**src/rtl/cam_match_iterator_pkg.sv**
```systemverilog
// cam_pkg: shared types and window helpers for cam_match_iterator.
// Optional feature macro: CAM_MATCH_COUNT_EN (see cam_match_iterator.sv).
package cam_pkg;

    localparam int CAM_INDEX_WIDTH = 5;
    localparam int CAM_DEPTH = 2 ** CAM_INDEX_WIDTH;

    typedef logic [CAM_INDEX_WIDTH-1:0] idx_t;
    typedef logic [CAM_DEPTH-1:0] vec_t;

    typedef enum logic {
        IDLE = 1'b0,
        ITER = 1'b1
    } iter_state_t;

    // Inclusive window membership; start > end means the window wraps.
    function automatic logic in_window(
        input int unsigned i,
        input int unsigned s,
        input int unsigned e
    );
        if (s <= e) return (i >= s) && (i <= e);
        return (i >= s) || (i <= e);
    endfunction

    function automatic vec_t window_mask(input idx_t s, input idx_t e);
        vec_t m;
        for (int i = 0; i < CAM_DEPTH; i++)
            m[i] = in_window(i, int'(s), int'(e));
        return m;
    endfunction

endpackage

```
**src/rtl/cam_match_iterator_if.sv**
```systemverilog
// Load / index handshake bundle for cam_match_iterator.
// match_count_o exists only when CAM_MATCH_COUNT_EN is defined.
interface cam_match_iterator_if #(
    parameter int INDEX_WIDTH = 5
);
    localparam int DEPTH = 2 ** INDEX_WIDTH;

    logic                   load_i;
    logic [DEPTH-1:0]       match_i;
    logic [INDEX_WIDTH-1:0] start_i;
    logic [INDEX_WIDTH-1:0] end_i;
    logic                   flush_i;
    logic                   load_ready_o;
    logic [INDEX_WIDTH-1:0] idx_o;
    logic                   idx_valid_o;
    logic                   idx_ready_i;
    logic                   last_o;
    logic                   none_o;
`ifdef CAM_MATCH_COUNT_EN
    logic [INDEX_WIDTH:0]   match_count_o;
`endif

    modport slave (
        input  load_i, match_i, start_i, end_i, flush_i, idx_ready_i,
`ifdef CAM_MATCH_COUNT_EN
        output match_count_o,
`endif
        output load_ready_o, idx_o, idx_valid_o, last_o, none_o
    );

    modport master (
        output load_i, match_i, start_i, end_i, flush_i, idx_ready_i,
`ifdef CAM_MATCH_COUNT_EN
        input  match_count_o,
`endif
        input  load_ready_o, idx_o, idx_valid_o, last_o, none_o
    );

endinterface

```
**src/rtl/cam_match_iterator_find_first.sv**
```systemverilog
// cam_find_first: circular find-first of a vector from a base index.
// Rotate so the walk starts at bit 0, priority search, then un-rotate.
module cam_find_first #(
    parameter int INDEX_WIDTH = 5,
    localparam int DEPTH = 2 ** INDEX_WIDTH
) (
    input  logic [DEPTH-1:0]       vec_i,
    input  logic [INDEX_WIDTH-1:0] base_i,
    input  logic                   asc_i,
    output logic [INDEX_WIDTH-1:0] idx_o,
    output logic                   found_o,
    output logic                   one_left_o
);

    logic [DEPTH-1:0]       rot;
    logic [INDEX_WIDTH-1:0] off;

    // rot[k] is the bit k steps away from base in the walk direction
    always_comb begin
        logic [INDEX_WIDTH-1:0] pos;
        rot = '0;
        pos = '0;
        for (int k = 0; k < DEPTH; k++) begin
            pos = asc_i ? base_i + INDEX_WIDTH'(k)
                        : base_i - INDEX_WIDTH'(k);
            rot[k] = vec_i[pos];
        end
    end

    // lowest set bit of the rotated vector is the nearest hit
    always_comb begin
        off = '0;
        found_o = 1'b0;
        for (int k = DEPTH - 1; k >= 0; k--) begin
            if (rot[k]) begin
                off = INDEX_WIDTH'(k);
                found_o = 1'b1;
            end
        end
    end

    assign idx_o = asc_i ? base_i + off : base_i - off;
    assign one_left_o = (|vec_i) & ~(|(vec_i & (vec_i - DEPTH'(1))));

endmodule

```
**src/rtl/cam_match_iterator.sv**
```systemverilog
// cam_match_iterator: walks every windowed CAM hit, one per handshake.
// Define CAM_MATCH_COUNT_EN to add the remaining-match counter output.
module cam_match_iterator
    import cam_pkg::*;
#(
    parameter int INDEX_WIDTH = CAM_INDEX_WIDTH,
    parameter bit ASCENDING   = 1'b1
) (
    input logic clk,
    input logic rst,
    cam_match_iterator_if.slave bus
);

    localparam int DEPTH = 2 ** INDEX_WIDTH;
    localparam int CW    = INDEX_WIDTH + 1;

    iter_state_t            state_q, state_d;
    logic [DEPTH-1:0]       pending_q, pending_d;
    logic [DEPTH-1:0]       mask, masked;
    logic [INDEX_WIDTH-1:0] base_q, base_d;
    logic [INDEX_WIDTH-1:0] ff_idx;
    logic                   none_q, none_d;
    logic                   ff_found, ff_one_left;
    logic                   valid;
`ifdef CAM_MATCH_COUNT_EN
    logic [CW-1:0]          cnt_q, cnt_d, pop;
`endif

    // window mask built from the raw start/end inputs
    always_comb begin
        mask = '0;
        for (int i = 0; i < DEPTH; i++)
            mask[i] = in_window(i, int'(bus.start_i), int'(bus.end_i));
    end

    assign masked = bus.match_i & mask;

`ifdef CAM_MATCH_COUNT_EN
    // popcount of the windowed vector, captured at load
    always_comb begin
        pop = '0;
        for (int i = 0; i < DEPTH; i++)
            pop = pop + CW'(masked[i]);
    end
`endif

    cam_find_first #(
        .INDEX_WIDTH (INDEX_WIDTH)
    ) u_ff (
        .vec_i      (pending_q),
        .base_i     (base_q),
        .asc_i      (ASCENDING),
        .idx_o      (ff_idx),
        .found_o    (ff_found),
        .one_left_o (ff_one_left)
    );

    // next state: flush wins over load and acceptance
    always_comb begin
        state_d   = state_q;
        pending_d = pending_q;
        base_d    = base_q;
        none_d    = 1'b0;
`ifdef CAM_MATCH_COUNT_EN
        cnt_d     = cnt_q;
`endif
        if (bus.flush_i) begin
            state_d   = IDLE;
            pending_d = '0;
`ifdef CAM_MATCH_COUNT_EN
            cnt_d     = '0;
`endif
        end else begin
            unique case (state_q)
                IDLE: begin
                    if (bus.load_i) begin
                        pending_d = masked;
                        base_d = ASCENDING ? bus.start_i : bus.end_i;
`ifdef CAM_MATCH_COUNT_EN
                        cnt_d = pop;
`endif
                        if (|masked) state_d = ITER;
                        else         none_d  = 1'b1;
                    end
                end
                ITER: begin
                    if (bus.idx_ready_i) begin
                        pending_d = pending_q & ~(DEPTH'(1) << ff_idx);
`ifdef CAM_MATCH_COUNT_EN
                        cnt_d = cnt_q - CW'(1);
`endif
                        if (ff_one_left) state_d = IDLE;
                    end
                end
            endcase
        end
    end

    // state registers with asynchronous reset
    always_ff @(posedge clk or posedge rst) begin
        if (rst) begin
            state_q   <= IDLE;
            pending_q <= '0;
            base_q    <= '0;
            none_q    <= 1'b0;
`ifdef CAM_MATCH_COUNT_EN
            cnt_q     <= '0;
`endif
        end else begin
            state_q   <= state_d;
            pending_q <= pending_d;
            base_q    <= base_d;
            none_q    <= none_d;
`ifdef CAM_MATCH_COUNT_EN
            cnt_q     <= cnt_d;
`endif
        end
    end

    assign valid            = (state_q == ITER) & ff_found;
    assign bus.load_ready_o = (state_q == IDLE);
    assign bus.idx_valid_o  = valid;
    assign bus.idx_o        = valid ? ff_idx : '0;
    assign bus.last_o       = valid & ff_one_left;
    assign bus.none_o       = none_q;
`ifdef CAM_MATCH_COUNT_EN
    assign bus.match_count_o = cnt_q;
`endif

endmodule
```
**src/flat_wrapper.sv**
```systemverilog
// flat-port wrapper written by rule: the top's interface ports become plain ports
module cam_match_iterator_flat import cam_pkg::*;
#(
    parameter int INDEX_WIDTH = CAM_INDEX_WIDTH,
    parameter bit ASCENDING   = 1'b1
)
  (clk, rst, bus_load_i, bus_match_i, bus_start_i, bus_end_i, bus_flush_i, bus_idx_ready_i, bus_load_ready_o, bus_idx_o, bus_idx_valid_o, bus_last_o, bus_none_o);
  cam_match_iterator_if #(.INDEX_WIDTH(INDEX_WIDTH)) bus_i ();
  input logic clk;
  input logic rst;
  input wire logic [$bits(bus_i.load_i)-1:0] bus_load_i;
  input wire logic [$bits(bus_i.match_i)-1:0] bus_match_i;
  input wire logic [$bits(bus_i.start_i)-1:0] bus_start_i;
  input wire logic [$bits(bus_i.end_i)-1:0] bus_end_i;
  input wire logic [$bits(bus_i.flush_i)-1:0] bus_flush_i;
  input wire logic [$bits(bus_i.idx_ready_i)-1:0] bus_idx_ready_i;
  output wire logic [$bits(bus_i.load_ready_o)-1:0] bus_load_ready_o;
  output wire logic [$bits(bus_i.idx_o)-1:0] bus_idx_o;
  output wire logic [$bits(bus_i.idx_valid_o)-1:0] bus_idx_valid_o;
  output wire logic [$bits(bus_i.last_o)-1:0] bus_last_o;
  output wire logic [$bits(bus_i.none_o)-1:0] bus_none_o;
  assign bus_i.load_i = bus_load_i;
  assign bus_i.match_i = bus_match_i;
  assign bus_i.start_i = bus_start_i;
  assign bus_i.end_i = bus_end_i;
  assign bus_i.flush_i = bus_flush_i;
  assign bus_i.idx_ready_i = bus_idx_ready_i;
  assign bus_load_ready_o = bus_i.load_ready_o;
  assign bus_idx_o = bus_i.idx_o;
  assign bus_idx_valid_o = bus_i.idx_valid_o;
  assign bus_last_o = bus_i.last_o;
  assign bus_none_o = bus_i.none_o;
  cam_match_iterator #(.INDEX_WIDTH(INDEX_WIDTH), .ASCENDING(ASCENDING)) u_core (.clk(clk), .rst(rst), .bus(bus_i));
endmodule
```
**config.mk**
```make
export PLATFORM = sky130hd
export DESIGN_NAME = cam_match_iterator_flat
export DESIGN_NICKNAME = d
export VERILOG_FILES = /design/src/rtl/cam_match_iterator_pkg.sv /design/src/rtl/cam_match_iterator_if.sv /design/src/rtl/cam_match_iterator_find_first.sv /design/src/rtl/cam_match_iterator.sv /design/src/flat_wrapper.sv
export SDC_FILE = /design/constraint.sdc
export NUM_CORES = 1
export LEC_CHECK = 0
export BUFFER_PORTS_ARGS = -buffer_cell sky130_fd_sc_hd__buf_2
export CORE_MARGIN = 2
export CORE_UTILIZATION = 40
export DETAILED_ROUTE_END_ITERATION = 16
export GPL_TIMING_DRIVEN = 0
export HOLD_SLACK_MARGIN = 0.08
export MAX_ROUTING_LAYER = met4
export PLACE_DENSITY = 0.68
export SLEW_MARGIN = 30
export SYNTH_ARGS = -nofsm -noshare
export SYNTH_HDL_FRONTEND = slang
export SYNTH_HIERARCHICAL = 1
export SYNTH_SLANG_ARGS = --single-unit
```
**constraint.sdc**
```tcl
create_clock -name clk -period 6.7 [get_ports clk]
set_input_delay 1.34 -clock clk [delete_from_list [all_inputs] [get_ports clk]]
set_output_delay 1.34 -clock clk [all_outputs]
set_load 0.05 [all_outputs]
```
## Yosys cells after proc, flatten, opt, wreduce, memory -nomap -nowiden

Cells that the tools add are included.

- Bitwise operators: 10
- Magnitude comparators: 95
- Equal/unequal tests: 2
- Reductions and logical operators: 65
- Shift-type cells: 1
- Multiplexer cells: 208
- Add/subtract/negate cells: 33

Operator list:

| kind | number |
|---|---|
| 5-bit by 6-bit less-than comparator with 1-bit output, second input constant | 32 |
| 5-bit 2-to-1 mux | 33 |
| 1-bit binary-select mux with 5-bit select | 32 |
| 1-bit 2-to-1 mux | 138 |
| 32-bit bitwise AND | 3 |
| 32-bit 2-to-1 mux | 3 |
| 32-bit OR reduction | 3 |
| 5-bit adder, second input constant | 16 |
| 5-bit <= comparator, first input constant | 16 |
| 5-bit >= comparator, first input constant | 15 |
| 32-bit one-hot mux with 2 select lines | 1 |
| 5-bit by 4-bit adder with 5-bit output, second input constant | 8 |
| 4-bit by 5-bit >= comparator with 1-bit output, first input constant | 8 |
| 4-bit by 5-bit <= comparator with 1-bit output, first input constant | 8 |
| 32-bit inverter | 1 |
| 1-bit by 5-bit left shift with 32-bit output, first input constant | 1 |
| 32-bit by 1-bit subtractor with 32-bit output, second input constant | 1 |
| 1-bit logical AND | 30 |
| 1-bit logical OR | 30 |
| 5-bit by 3-bit adder with 5-bit output, second input constant | 4 |
| 3-bit by 5-bit >= comparator with 1-bit output, first input constant | 4 |
| 3-bit by 5-bit <= comparator with 1-bit output, first input constant | 4 |
| 5-bit by 2-bit adder with 5-bit output, second input constant | 2 |
| 1-bit by 5-bit >= comparator with 1-bit output, first input constant | 2 |
| 12 further kinds | 19 |

- Input bits: 47
- Register bits: 39

## Longest topological paths before layout

- Depth in word-level cells: 42
- Mapped depth: 28
- Gate-level depth less buffers: 23

## Hierarchy

The synthesis kept the hierarchy.

Modules (own cells, without submodules):

| module | seq. area each (µm²) | times used | cells an instance | area each (µm²) |
|---|---|---|---|---|
| cam_find_first | 0.0 | 1 | 405 | 4147.7 |
| cam_match_iterator | 975.9 | 1 | 415 | 3181.8 |

## Least setup slack after synthesis

No wires, ideal clock.

- Path type: reg2out
- Start point: reg u_core.base_q[1]
- End point: out bus_idx_o[4]
- Cell stages (with the launch flop): 23
- Data required time: 5360 ps
- Data arrival time: 5661 ps
- Path slack: -301 ps
- Cells stage by stage: dfrtp_1 -> buf_4 -> buf_8 -> buf_6 -> inv_2 -> fa_1 -> buf_2 -> mux4_2 -> mux2i_1 -> mux2i_1 -> a21oi_1 -> o21ai_0 -> a311oi_1 -> nor2_1 -> o211ai_1 -> o21ai_0 -> fa_1 -> a21o_1 -> a21oi_1 -> xnor2_1 -> xnor2_1 -> xnor2_1 -> and3_1

- Word-level cells in the longest chain between the ends: 37
- Elaborated cells between the ends (all ways): 162
- Classes of those cells: add/sub: 32; mux: 129; bitwise: 1

Ends and longest elaborated chain:

| item | line | text |
|---|---|---|
| start, declared | cam_match_iterator.sv:20 | `logic [INDEX_WIDTH-1:0] base_q, base_d;` |
| start signal, assigned | cam_match_iterator.sv:112 | `base_q <= base_d;` |
| 5-bit adder | cam_match_iterator_find_first.sv:24 | `pos = asc_i ? base_i + INDEX_WIDTH'(k)` |
| 1-bit binary-select mux with 5-bit select | cam_match_iterator_find_first.sv:26 | `rot[k] = vec_i[pos];` |
| 1-bit 2-to-1 mux (not written as such) | cam_match_iterator_find_first.sv:26 |  |
| 5-bit 2-to-1 mux (32 in a row) | cam_match_iterator_find_first.sv:35 | `if (rot[k]) begin` |
| 5-bit adder * | cam_match_iterator_find_first.sv:42 | `assign idx_o = asc_i ? base_i + off : base_i - off;` |
| via u_core.ff_idx[4] | cam_match_iterator.sv:21 | `logic [INDEX_WIDTH-1:0] ff_idx;` |
| 5-bit 2-to-1 mux * | cam_match_iterator.sv:123 | `assign bus.idx_o = valid ? ff_idx : '0;` |
| end, declared | flat_wrapper.sv:18 | `output wire logic [$bits(bus_i.idx_o)-1:0] bus_idx_o;` |

The timed path passes the listed nets; every way through them passes the cells marked *. The select of a mux whose other input is x is not followed.

## Worst setup path in the final report

Same ends and word-level chain as after synthesis.

==> out/qor.log <==
INFO  synthesis      yosysWarningCount=6
INFO  job            drv_cap=0
INFO  worst_hold_path holdPathStages=1
INFO  cts            clk_root_buffer_cell=clkbuf_16
INFO  timing         finalHoldViolCount=0
INFO  synthesis      synth-edff-count=0
INFO  placed_design  detailedPlacementHpwl=20,500µm
INFO  synthesis      yosys-top-cells-area=mux4_2 (21%), dfrtp_1 (13%), mux2i_1 (7.9%)
INFO  synthesis      synth_seq_cells=39
INFO  global_routing grt_pass1_vias=7,240
INFO  global_routing grt_antenna_before_repair=0
INFO  timing         setup_violations=1
INFO  floorplan      start_util=40.8%
INFO  critical_path  critical_path.reg2reg.endpoint=u_core/pending_q[6]
INFO  worst_hold_path hold_path.startpoint=u_core/base_q[4]
INFO  floorplan      die_area=0.0194mm²
INFO  cells_and_area post_route_cells_drive_above_1_share=30.7%
INFO  critical_path  timing.rr.start=u_core/base_q[1]
INFO  route          ant_nets=0
INFO  worst_hold_path worstHoldPathType=reg2reg
INFO  synthesis      synthesis.instances=820
INFO  cts            clkSinkCount=39
INFO  timing         slew_viol_final=0
INFO  timing         fin_crit_sh=102%
INFO  route          post_drt_via_cell_ratio=6.55
INFO  cts            cts_buffers=5
INFO  floorplan      count_of_pins_on_the_block_boundary=56
INFO  timing         tightestPinTransition=755ps
INFO  placed_design  gp_congestion=0.980
INFO  timing         timing.final.ws_setup=-109ps
INFO  global_routing grt_max_degree=26
INFO  placed_design  portBuffers=52
INFO  worst_hold_path worst_hold_end=u_core/base_q[4]
INFO  critical_path  r2r.worst_path.cells=27
INFO  cts            clock_path_buffers=2
INFO  timing         hold_ws=524ps
INFO  synthesis      share_of_synthesized_area_spent_on_multiplexers=30.4%
INFO  timing         finalClockSkew=3.61ps
INFO  cts            reg_clk_slew_reported_paths=60ps
INFO  floorplan      height_of_the_die=139µm
INFO  synthesis      synth_top_area_share=20.6%
INFO  timing         post-route-min-period=6810ps
INFO  route          route.detailed.wl_per_inst=23.6µm
INFO  synthesis      ys.flop_type=dfrtp_1
INFO  floorplan      core.rowCount=49
INFO  synthesis      synth-compound-area-share=22.6%
INFO  route          drtIter0Drc=660
INFO  global_routing grt_pass1_wl=41,200µm
INFO  cts            clkLatencyLatePin=290ps
INFO  cells_and_area antenna_cells_inserted=0
INFO  cts            tritoncts_clock_tree=yes
INFO  timing         max_freq=0.147GHz
INFO  critical_path  critical_path_arrival=5470ps
INFO  status         outcome=complete, but fails checks
INFO  timing         rsz0062_at_grt=true
INFO  cts            cts_hold_repair.buffers=0
INFO  cells_and_area layout.nets=994
INFO  critical_path  worst-path-max-fanout=5
INFO  synthesis      synthSimpleGateAreaFrac=15.4%
INFO  critical_path  setup_cp_type=reg2out
INFO  synthesis      synth_area_leader_cell=mux4_2
INFO  floorplan      core-area=0.0180mm²
INFO  global_routing grt_overflow_total=0
INFO  synthesis      syn_area_per_cell=8.94µm²
INFO  route          drt_wl_total=27,200µm
INFO  status         failed_checks=setup timing
INFO  route          dr_vias=7,563
INFO  synthesis      async_reset_ff_share=100%
INFO  synthesis      synth_top_family_by_area=multiplexers
INFO  route          post-route-drc-count=0
INFO  synthesis      synth_cell_type_count=88
INFO  synthesis      synth_xor_area_share=4.93%
INFO  synthesis      synth-seq-area-share=13.3%
INFO  cells_and_area area.growth.synth_to_final=20.3%
INFO  cts            cts.htree.levels=2
INFO  critical_path  end_kind=primary output
INFO  critical_path  worst_setup_path_start_kind=register
INFO  global_routing groute.usage.overall=27.9%
INFO  synthesis      synth_adder_area_share=7.27%
INFO  synthesis      post_synth_instance_area=0.00733mm²
INFO  critical_path  critical_path_required=5360ps
INFO  floorplan      die_width=139µm
INFO  timing         tightest_slew_margin_relative_to_the_limit=49.2%
INFO  route          first_pass_iters=5
INFO  critical_path  r2r_setup_slack=540ps
-- stage by stage --
| stage | worst slack, ps | cell area (µm²) | std cells | setup TNS (ps) | utilization (%) |
|---|---|---|---|---|---|
| floorplan | 38.5 | 7380 | 831 | 0 | - |
| detailed placement | -1530 | 7950 | 1113 | -22900 | 44.2 |
| finish | -109 | 8820 | 1154 | -109 | 49.1 |
| global placement | -1520 | 7930 | 1112 | -22540 | 44.1 |
| CTS | -11.3 | 8620 | 1148 | -11.3 | 48.0 |
| global route | -255 | 8820 | 1154 | -255 | 49.1 |
-- final cells by class --
class                           instances  area (µm²)
Timing Repair Buffer                   88         632
Fill cell                            1697        9150
Clock inverter                          3        20.0
Tap cell                              229         287
Sequential cell                        39         980
Inverter                               32         128
Buffer                                 55         344
Multi-Input combinational cell        703        6300
Clock buffer                            5         125
-- synth_stat cells (10+ instances only) --
master    count
nand2_1      69
ha_1         16
xnor2_1      21
nor2_1       40
mux2_2       10
clkbuf_1     35
a21oi_1      86
nand3_1      14
inv_1        29
maj3_1       17
and3_1       10
o21ai_0      76
dfrtp_1      39
nor3_1       12
mux4_2       67
mux2i_1      58
-- metal layers --
| layer | global-route usage, % | vias up | wire, µm | share of wire (%) |
|---|---|---|---|---|
| met5 | - | - | 0 | 0 |
| met2 | 44.8 | 457 | 13200 | 48 |
| li1 | - | 3354 | - | - |
| met3 | 3.03 | 114 | 1890 | 6.9 |
| met4 | 18.1 | 0 | 2020 | 7.4 |
| met1 | 33.4 | 3638 | 10100 | 37 |
-- worst max path at each step --
stage | start | endpoint | slack [ps]
finish | u_core/base_q[1] | bus_idx_o[4] | -110
CTS | u_core/base_q[1] | bus_idx_o[4] | -10
detailed placement | u_core/base_q[2] | bus_idx_o[4] | -1530
global placement | u_core/base_q[2] | bus_idx_o[4] | -1520
global route | u_core/base_q[1] | bus_idx_o[4] | -260
floorplan | u_core/base_q[1] | bus_idx_o[4] | 40
-- cell usage in the layout, fill, tap and decap left out, types with 31 or more instances in the layout --
cell type / instances
clkbuf_1: 34
nor2_1: 40
dfrtp_1: 36
buf_4: 31
o21ai_0: 74
buf_2: 55
mux4_2: 67
mux2i_1: 35
nand2_1: 69
a21oi_1: 83
-- sequential cells by signal, summed over array words and instances, names as in the netlist --
register and cells:
u_core/pending_q 32, u_core/base_q 5, u_core/bus.none_o 1, u_core/state_q 1
-- cells by family (layout without fill, tap and decap cells) --
group / Yosys count / count (layout)
fa+ha+maj: 42 / 42
simple gates: 214 / 214
compound gates: 265 / 265
other cells: 1 / 12
flops: 39 / 39
xor+xnor: 34 / 34
mux: 136 / 136
buf+inv: 89 / 183
-- repair_timing --
item                                    4_1_cts  5_1_grt
endpoints found under the setup margin       37        4
resized for setup                            69       28
buffers inserted                             27        7
pin swaps                                    21       15
gates cloned                                  1        0
-- worst max-delay path, cell delays in order, from the launching register on --
cell	delay, ps
dfrtp_2	440
buf_12	140
fa_1	490
buf_6	140
buf_12	130
mux2i_2	280
mux2i_1	110
mux2_4	300
mux4_2	540
a21boi_2	200
buf_4	130
o2111ai_1	100
o21a_1	210
o21ai_2	100
inv_2	70
ha_4	170
fa_2	350
a21o_1	180
a21oi_2	140
xnor2_1	150
xnor2_1	130
xnor2_2	290
and3_4	240
buf_8	140
Power is left out: the tool's default activity adds up to more than one toggle a clock period on the data nets, which glitch-free logic cannot reach.
